**config.mk**
```make
export PLATFORM = sky130hd
export DESIGN_NAME = axi_gp_regs_slave
export DESIGN_NICKNAME = d
export VERILOG_FILES = /design/src/rtl/axi_gp_regs_slave.sv
export SDC_FILE = /design/constraint.sdc
export NUM_CORES = 1
export LEC_CHECK = 0
export CAP_MARGIN = 40
export CORE_MARGIN = 2
export CORE_UTILIZATION = 45
export CTS_CLUSTER_DIAMETER = 150
export DETAILED_ROUTE_END_ITERATION = 16
export PLACE_DENSITY = 0.78
export SKIP_CTS_REPAIR_TIMING = 1
export SYNTH_ARGS = -nofsm -noshare
export SYNTH_HDL_FRONTEND = slang
export SYNTH_SLANG_ARGS = --single-unit
```
**constraint.sdc**
```tcl
create_clock -name ACLK -period 4.09 [get_ports ACLK]
set_input_delay 1.227 -clock ACLK [delete_from_list [all_inputs] [get_ports ACLK]]
set_output_delay 1.227 -clock ACLK [all_outputs]
set_load 0.01 [all_outputs]
```
**src/rtl/axi_gp_regs_slave.sv**
```systemverilog
// axi_gp_regs_slave
//   AXI3 slave that exposes sixteen 32-bit registers in one 64-byte window
//   starting at BASE_ADDR. Registers 0..14 are read/write. Register 15 is
//   read-only and returns stat_in; writes to it are accepted and discarded.
//   The read and write paths are independent state machines. Each beat is
//   treated as one 32-bit word, whatever AxSIZE says. FIXED bursts repeat the
//   same address. INCR and WRAP bursts both step the address by 4 per beat.
//
// Optional feature (compile-time macro AXI_REGS_SLVERR_EN):
//   defined   - beats outside the 64-byte window are dropped on write and
//               return 0 on read. They give SLVERR, per beat on R and per
//               burst on B.
//   undefined - upper address bits are ignored, so A[5:2] always selects the
//               register, and every response is OKAY.
//
// Ports
//   ACLK, ARESETN            clock (rising edge), async active-low reset
//   AR*/R*                   read address / read data channels
//   AW*/W*/B*                write address / write data / write response
//   *LOCK/*CACHE/*PROT/*QOS  accepted and ignored, as are WID and WLAST
//   cfg_out                  live value of register 0
//   stat_in                  value returned when register 15 is read

module axi_gp_regs_slave #(
    parameter logic [31:0] BASE_ADDR = 32'h0
) (
    input  logic        ACLK,
    input  logic        ARESETN,

    input  logic [31:0] ARADDR,
    input  logic        ARVALID,
    output logic        ARREADY,
    input  logic [11:0] ARID,
    input  logic [3:0]  ARLEN,
    input  logic [1:0]  ARBURST,
    input  logic [1:0]  ARSIZE,
    input  logic [1:0]  ARLOCK,
    input  logic [3:0]  ARCACHE,
    input  logic [2:0]  ARPROT,
    input  logic [3:0]  ARQOS,

    output logic [31:0] RDATA,
    output logic        RVALID,
    input  logic        RREADY,
    output logic [11:0] RID,
    output logic        RLAST,
    output logic [1:0]  RRESP,

    input  logic [31:0] AWADDR,
    input  logic        AWVALID,
    output logic        AWREADY,
    input  logic [11:0] AWID,
    input  logic [3:0]  AWLEN,
    input  logic [1:0]  AWBURST,
    input  logic [1:0]  AWSIZE,
    input  logic [1:0]  AWLOCK,
    input  logic [3:0]  AWCACHE,
    input  logic [2:0]  AWPROT,
    input  logic [3:0]  AWQOS,

    input  logic [31:0] WDATA,
    input  logic        WVALID,
    output logic        WREADY,
    input  logic [11:0] WID,
    input  logic        WLAST,
    input  logic [3:0]  WSTRB,

    output logic        BVALID,
    input  logic        BREADY,
    output logic [11:0] BID,
    output logic [1:0]  BRESP,

    output logic [31:0] cfg_out,
    input  logic [31:0] stat_in
);

`ifdef AXI_REGS_SLVERR_EN
    localparam bit SLVERR_EN = 1'b1;
`else
    localparam bit SLVERR_EN = 1'b0;
`endif

    localparam logic [1:0] BURST_FIXED = 2'b00;
    localparam logic [1:0] RESP_OKAY   = 2'b00;
    localparam logic [1:0] RESP_SLVERR = 2'b10;

    typedef enum logic [1:0] {W_IDLE = 2'd0, W_DATA = 2'd1, W_RESP = 2'd2} w_state_e;
    typedef enum logic       {R_IDLE = 1'b0, R_DATA = 1'b1} r_state_e;

    // Without the error feature every address decodes. BASE_ADDR is 64-byte
    // aligned, so (A - BASE_ADDR)[5:2] is the same as A[5:2].
    function automatic logic addr_ok(input logic [31:6] a_hi);
        return !SLVERR_EN || (a_hi == BASE_ADDR[31:6]);
    endfunction

    // These inputs are accepted and have no effect. WLAST is not used because
    // the beat counter marks the end of a write burst.
    logic unused_inputs;
    assign unused_inputs = ^{ARSIZE, AWSIZE, ARLOCK, AWLOCK, ARCACHE, AWCACHE,
                             ARPROT, AWPROT, ARQOS, AWQOS, WID, WLAST,
                             ARADDR[1:0], AWADDR[1:0]};

    // ---------------------------------------------------------------- state
    logic [31:0] regs_q [15];
    logic [31:0] regs_d [15];

    w_state_e    w_state_q, w_state_d;
    logic [31:2] aw_addr_q, aw_addr_d;
    logic [3:0]  w_cnt_q, w_cnt_d;
    logic        w_fixed_q, w_fixed_d;
    logic        w_err_q, w_err_d;
    logic [11:0] bid_q, bid_d;

    r_state_e    r_state_q, r_state_d;
    logic [31:2] ar_addr_q, ar_addr_d;
    logic [3:0]  r_cnt_q, r_cnt_d;
    logic        r_fixed_q, r_fixed_d;
    logic [11:0] rid_q, rid_d;
    logic [31:0] rdata_q, rdata_d;
    logic [1:0]  rresp_q, rresp_d;
    logic        rlast_q, rlast_d;

    logic        r_launch;
    logic [31:2] r_launch_addr;

    always_ff @(posedge ACLK or negedge ARESETN) begin
        if (!ARESETN) begin
            for (int i = 0; i < 15; i++) regs_q[i] <= '0;
            w_state_q <= W_IDLE;
            aw_addr_q <= '0;
            w_cnt_q   <= '0;
            w_fixed_q <= 1'b0;
            w_err_q   <= 1'b0;
            bid_q     <= '0;
            r_state_q <= R_IDLE;
            ar_addr_q <= '0;
            r_cnt_q   <= '0;
            r_fixed_q <= 1'b0;
            rid_q     <= '0;
            rdata_q   <= '0;
            rresp_q   <= RESP_OKAY;
            rlast_q   <= 1'b0;
        end else begin
            regs_q    <= regs_d;
            w_state_q <= w_state_d;
            aw_addr_q <= aw_addr_d;
            w_cnt_q   <= w_cnt_d;
            w_fixed_q <= w_fixed_d;
            w_err_q   <= w_err_d;
            bid_q     <= bid_d;
            r_state_q <= r_state_d;
            ar_addr_q <= ar_addr_d;
            r_cnt_q   <= r_cnt_d;
            r_fixed_q <= r_fixed_d;
            rid_q     <= rid_d;
            rdata_q   <= rdata_d;
            rresp_q   <= rresp_d;
            rlast_q   <= rlast_d;
        end
    end

    // ------------------------------------------------- write next state
    // w_cnt_q is the number of beats still to come after the current one.
    always_comb begin
        w_state_d = w_state_q;
        aw_addr_d = aw_addr_q;
        w_cnt_d   = w_cnt_q;
        w_fixed_d = w_fixed_q;
        w_err_d   = w_err_q;
        bid_d     = bid_q;
        regs_d    = regs_q;
        case (w_state_q)
            W_IDLE: begin
                if (AWVALID) begin
                    aw_addr_d = AWADDR[31:2];
                    bid_d     = AWID;
                    w_cnt_d   = AWLEN;
                    w_fixed_d = (AWBURST == BURST_FIXED);
                    w_err_d   = 1'b0;
                    w_state_d = W_DATA;
                end
            end
            W_DATA: begin
                if (WVALID) begin
                    if (addr_ok(aw_addr_q[31:6])) begin
                        // The loop stops at 14, so a write to register 15
                        // matches no entry and is dropped.
                        for (int i = 0; i < 15; i++) begin
                            if (aw_addr_q[5:2] == 4'(i)) begin
                                for (int b = 0; b < 4; b++) begin
                                    if (WSTRB[b]) regs_d[i][8*b +: 8] = WDATA[8*b +: 8];
                                end
                            end
                        end
                    end else begin
                        w_err_d = 1'b1;
                    end
                    if (!w_fixed_q) aw_addr_d = aw_addr_q + 30'd1;
                    if (w_cnt_q == 4'd0) w_state_d = W_RESP;
                    else                 w_cnt_d   = w_cnt_q - 4'd1;
                end
            end
            W_RESP: begin
                if (BREADY) w_state_d = W_IDLE;
            end
            default: w_state_d = W_IDLE;
        endcase
    end

    // ---------------------------------------------------- write outputs
    always_comb begin
        AWREADY = ARESETN && (w_state_q == W_IDLE);
        WREADY  = (w_state_q == W_DATA);
        BVALID  = (w_state_q == W_RESP);
        BRESP   = (BVALID && w_err_q) ? RESP_SLVERR : RESP_OKAY;
        BID     = bid_q;
    end

    // -------------------------------------------------- read next state
    // The data for a beat is captured into rdata_q on the edge that launches
    // that beat. A write landing in regs_q on the same edge is not seen until
    // a later beat.
    always_comb begin
        r_state_d     = r_state_q;
        ar_addr_d     = ar_addr_q;
        r_cnt_d       = r_cnt_q;
        r_fixed_d     = r_fixed_q;
        rid_d         = rid_q;
        rdata_d       = rdata_q;
        rresp_d       = rresp_q;
        rlast_d       = rlast_q;
        r_launch      = 1'b0;
        r_launch_addr = ar_addr_q;
        case (r_state_q)
            R_IDLE: begin
                if (ARVALID) begin
                    r_launch      = 1'b1;
                    r_launch_addr = ARADDR[31:2];
                    rid_d         = ARID;
                    r_cnt_d       = ARLEN;
                    r_fixed_d     = (ARBURST == BURST_FIXED);
                    r_state_d     = R_DATA;
                end
            end
            R_DATA: begin
                if (RREADY) begin
                    if (r_cnt_q == 4'd0) begin
                        r_state_d = R_IDLE;
                        rlast_d   = 1'b0;
                    end else begin
                        r_launch      = 1'b1;
                        r_launch_addr = r_fixed_q ? ar_addr_q : ar_addr_q + 30'd1;
                        r_cnt_d       = r_cnt_q - 4'd1;
                    end
                end
            end
            default: r_state_d = R_IDLE;
        endcase

        if (r_launch) begin
            ar_addr_d = r_launch_addr;
            rlast_d   = (r_cnt_d == 4'd0);
            rdata_d   = '0;
            rresp_d   = RESP_SLVERR;
            if (addr_ok(r_launch_addr[31:6])) begin
                rresp_d = RESP_OKAY;
                if (r_launch_addr[5:2] == 4'd15) rdata_d = stat_in;
                for (int i = 0; i < 15; i++) begin
                    if (r_launch_addr[5:2] == 4'(i)) rdata_d = regs_q[i];
                end
            end
        end
    end

    // ----------------------------------------------------- read outputs
    always_comb begin
        ARREADY = ARESETN && (r_state_q == R_IDLE);
        RVALID  = (r_state_q == R_DATA);
        RDATA   = rdata_q;
        RRESP   = rresp_q;
        RID     = rid_q;
        RLAST   = rlast_q;
        cfg_out = regs_q[0];
    end

endmodule

```
==> results by group <==
Worst setup path
  • CP max FO: 24
  • FF-to-FF path depth: 14
  • Path type of the worst setup path: input pin to flip-flop
  • Worst R2R Setup Slack: 570 ps
  • Startpoint Class: input pin
  • R2R Path Start: r_cnt_q[0]$_DFF_PN0_
  • Setup crit end kind: flip-flop
  • Critical path arrival: 4360 ps
  • WP data required: 4630 ps
  • Reg-to-Reg End: RDATA[13]$_DFFE_PN0P_

Floorplan
  • Core area: 57,900 um^2
  • # IOs: 316
  • Die area: 60,800 um^2
  • Initial Util: 0.457
  • # rows: 88
  • Die Y: 247 um
  • Die width: 247 um

Logic synthesis
  • Simple-Gate Fraction of Synth Area: 0.0883
  • Multiplexer share of the synthesized area: 0.214
  • Sequential share of the synthesized area: 0.527
  • Async set-reset flop share out of synthesis: 1.00
  • Register bit total from synthesis: 558
  • Syn. warnings: 0
  • Top FF cell, synth: dfrtp_1
  • EDFF count, synth: 0
  • Synth Area in Adders: 0.00331
  • Synthesized netlist cell count: 2,337
  • Post-Synth XOR/XNOR Area: 0.000331
  • Mapped Avg Cell Area: 11.3 um^2
  • Synth Cell Area: 26,500 um^2
  • Synth cell types: 76
  • Yosys top cell by area: dfrtp_1
  • Top cell type's share of synthesized area: 0.527
  • Compound-Gate Fraction of Synth Area: 0.130
  • Largest family of logic cells by synthesized area: multiplexers
  • Synth top area cells: dfrtp_1 (53%), mux2_2 (21%), nand2_1 (3.0%), a21oi_1 (2.9%), o21ai_0 (2.7%)

Timing
  • RSZ-0062 raised after global routing: false
  • Setup TNS: 0 ps
  • Final Cycle Share: 0.936
  • Clk_skew: 15.4 ps
  • Pin slew with the least headroom to its limit: 830 ps
  • Endpoints failing hold: 0
  • Max Slew Vio Count: 0
  • Final setup violation count: 0
  • Max_slew headroom: 0.447
  • Period minus WS final: 3830 ps
  • Fmax: 261 MHz
  • Final hold slack: 462 ps

Placement
  • PortBufs: 212
  • Dpl hpwl: 63.7 mm
  • Dpl cell area: 30,700 um^2
  • Gpl congestion: 0.926

GRT
  • Antenna violations before repair: 2
  • GRT Overall Usage: 0.295
  • Largest net degree at the start of global routing: 138
  • Global-route wire length before repair: 134 mm
  • Grt total ovfl: 0
  • Vias in the first global route: 21.8k

CTS
  • Clk slew on worst S/H paths: 60 ps
  • H-tree levels: 2
  • CTS tree: built
  • Cts bufs inserted: 59
  • CTS sink cnt: 558
  • Clk_lat worst skew: 630 ps
  • CTS Buffer Depth: 3
  • CTS Root Buffer Type: clkbuf_16

Final layout
  • Filler instances: 4,700
  • Area Growth Syn to Fin: 23.8%
  • Footprint of the multi-input gates: 11,600 um^2
  • Post-route cell area: 32,800 um^2
  • Nets@finish: 2,885
  • Layout cells sized above 1: 0.315
  • Sequential cell area: 14,000 um^2

Pwr
  • Max IR drop VDD: 0.700 mV
  • Leak: 0.0147 uW
  • Final Power: 30,300 uW
  • Pwr dens: 925 nW/um^2

Worst hold path
  • Hold Crit Class: input pin to asynchronous set/reset pin

Routing
  • TritonRoute pass-1 iters: 8
  • DR vias: 21.9k
  • Drt total wl: 90.5 mm
  • Vias per inst: 6.29
  • Iter 0 DRT Violations: 2,278
  • Post-route ant nets: 0
  • Drt drc: 0
  • Routed len/inst: 26.1 um

Job
  • Max cap viols: 0

Outcome
  • Run status: complete, no violations
[metrics by stage]
step,std cells,setup slack (ps),utilization
6_report,3472,263,0.566
5_1_grt,3471,160,0.566
4_1_cts,3471,427,0.566
3_5_place_dp,3364,-168,0.530
3_3_place_gp,3363,-201,0.530
2_1_floorplan,2340,727,-
[worst max-delay path by stage]
stage / cells after the start / end / slack (ps) / start
final: 12 / RDATA[2]$_DFFE_PN0P_ / 260 / ARVALID
after CTS: 12 / RDATA[2]$_DFFE_PN0P_ / 430 / ARVALID
after global routing: 14 / RDATA[15]$_DFFE_PN0P_ / 160 / RREADY
after floorplan: 11 / RDATA[11]$_DFFE_PN0P_ / 730 / RREADY
after detailed placement: 12 / RDATA[2]$_DFFE_PN0P_ / -170 / ARVALID
after global placement: 11 / RDATA[8]$_DFFE_PN0P_ / -200 / RREADY
[critical path, stage by stage]
cell and delay, ps:
clkdlybuf4s50_1 570, mux2_2 380, o32a_1 260, nand2_2 150, inv_2 130, buf_12 190, nand4_1 250, and2_1 540
o21ai_0 200, a21oi_1 250, o21ai_0 120, o21ai_0 80
[cell families (layout without fill, tap and decap cells)]
| group | count (synthesis) | after routing |
|---|---|---|
| AND/OR/NAND/NOR | 515 | 515 |
| buffers and inverters | 196 | 562 |
| flip-flops | 558 | 558 |
| other | 1 | 5 |
| adder cells (fa/ha/maj) | 7 | 7 |
| XOR/XNOR | 1 | 1 |
| AO/OA/AOI/OAI | 556 | 556 |
| multiplexers | 503 | 503 |
[area by class of cell]
type | instances | area share
timing repair buffer | 442 | 0.127
sequential | 558 | 0.426
inverter | 13 | 0.00156
clock inverter | 16 | 0.00786
multi-input combinational | 1586 | 0.353
tap | 765 | 0.0292
antenna | 1 | 0.0000763
clock buffer | 91 | 0.0555
[cells in the mapped netlist (17+ instances only)]
| cell type | number |
|---|---|
| dfrtp_1 | 558 |
| mux2_2 | 495 |
| nand2_1 | 213 |
| a21oi_1 | 155 |
| o21ai_0 | 143 |
| nor2_1 | 136 |
| clkbuf_1 | 86 |
| o22ai_1 | 68 |
| buf_2 | 44 |
| buf_4 | 44 |
| nor3_1 | 38 |
| nand3_1 | 35 |
| o211ai_1 | 32 |
| o21ai_1 | 22 |
| o2bb2ai_1 | 19 |
| a221oi_1 | 17 |
[cells in the final DEF, fill, tap and decap left out, types with 22 or more instances in the layout]
cell type,count
dfrtp_1,558
mux2_2,495
nand2_1,212
clkdlybuf4s50_1,211
buf_4,207
a21oi_1,155
o21ai_0,143
nor2_1,136
o22ai_1,68
clkbuf_16,61
nor3_1,38
nand3_1,35
o211ai_1,32
o21ai_1,22
buf_12,22
[flip-flops by register name, summed over array words and instances (netlist names)]
name / count
r_cnt_q: 4
aw_addr_q: 4
RDATA: 32
cfg_out: 32
w_state_q: 2
regs_q: 448
w_cnt_q: 4
ar_addr_q: 4
r_fixed_q: 1
RVALID: 1
BID: 12
RID: 12
RLAST: 1
w_fixed_q: 1
[power by group]
group          internal [uW]  switching, uW  total, uW
combinational           6530           8430      15000
clock                   3470           2270       5740
sequential              8000           1600       9600
[metal layers]
| metal | global-route usage | up-vias | part of all wire |
|---|---|---|---|
| li1 | - | 9127 | - |
| met1 | 0.387 | 11039 | 0.39 |
| met2 | 0.457 | 1378 | 0.45 |
| met3 | 0.0717 | 307 | 0.11 |
| met4 | 0.146 | 4 | 0.050 |
| met5 | 0 | - | 0.00030 |
Power figures use the tool's default switching activity.
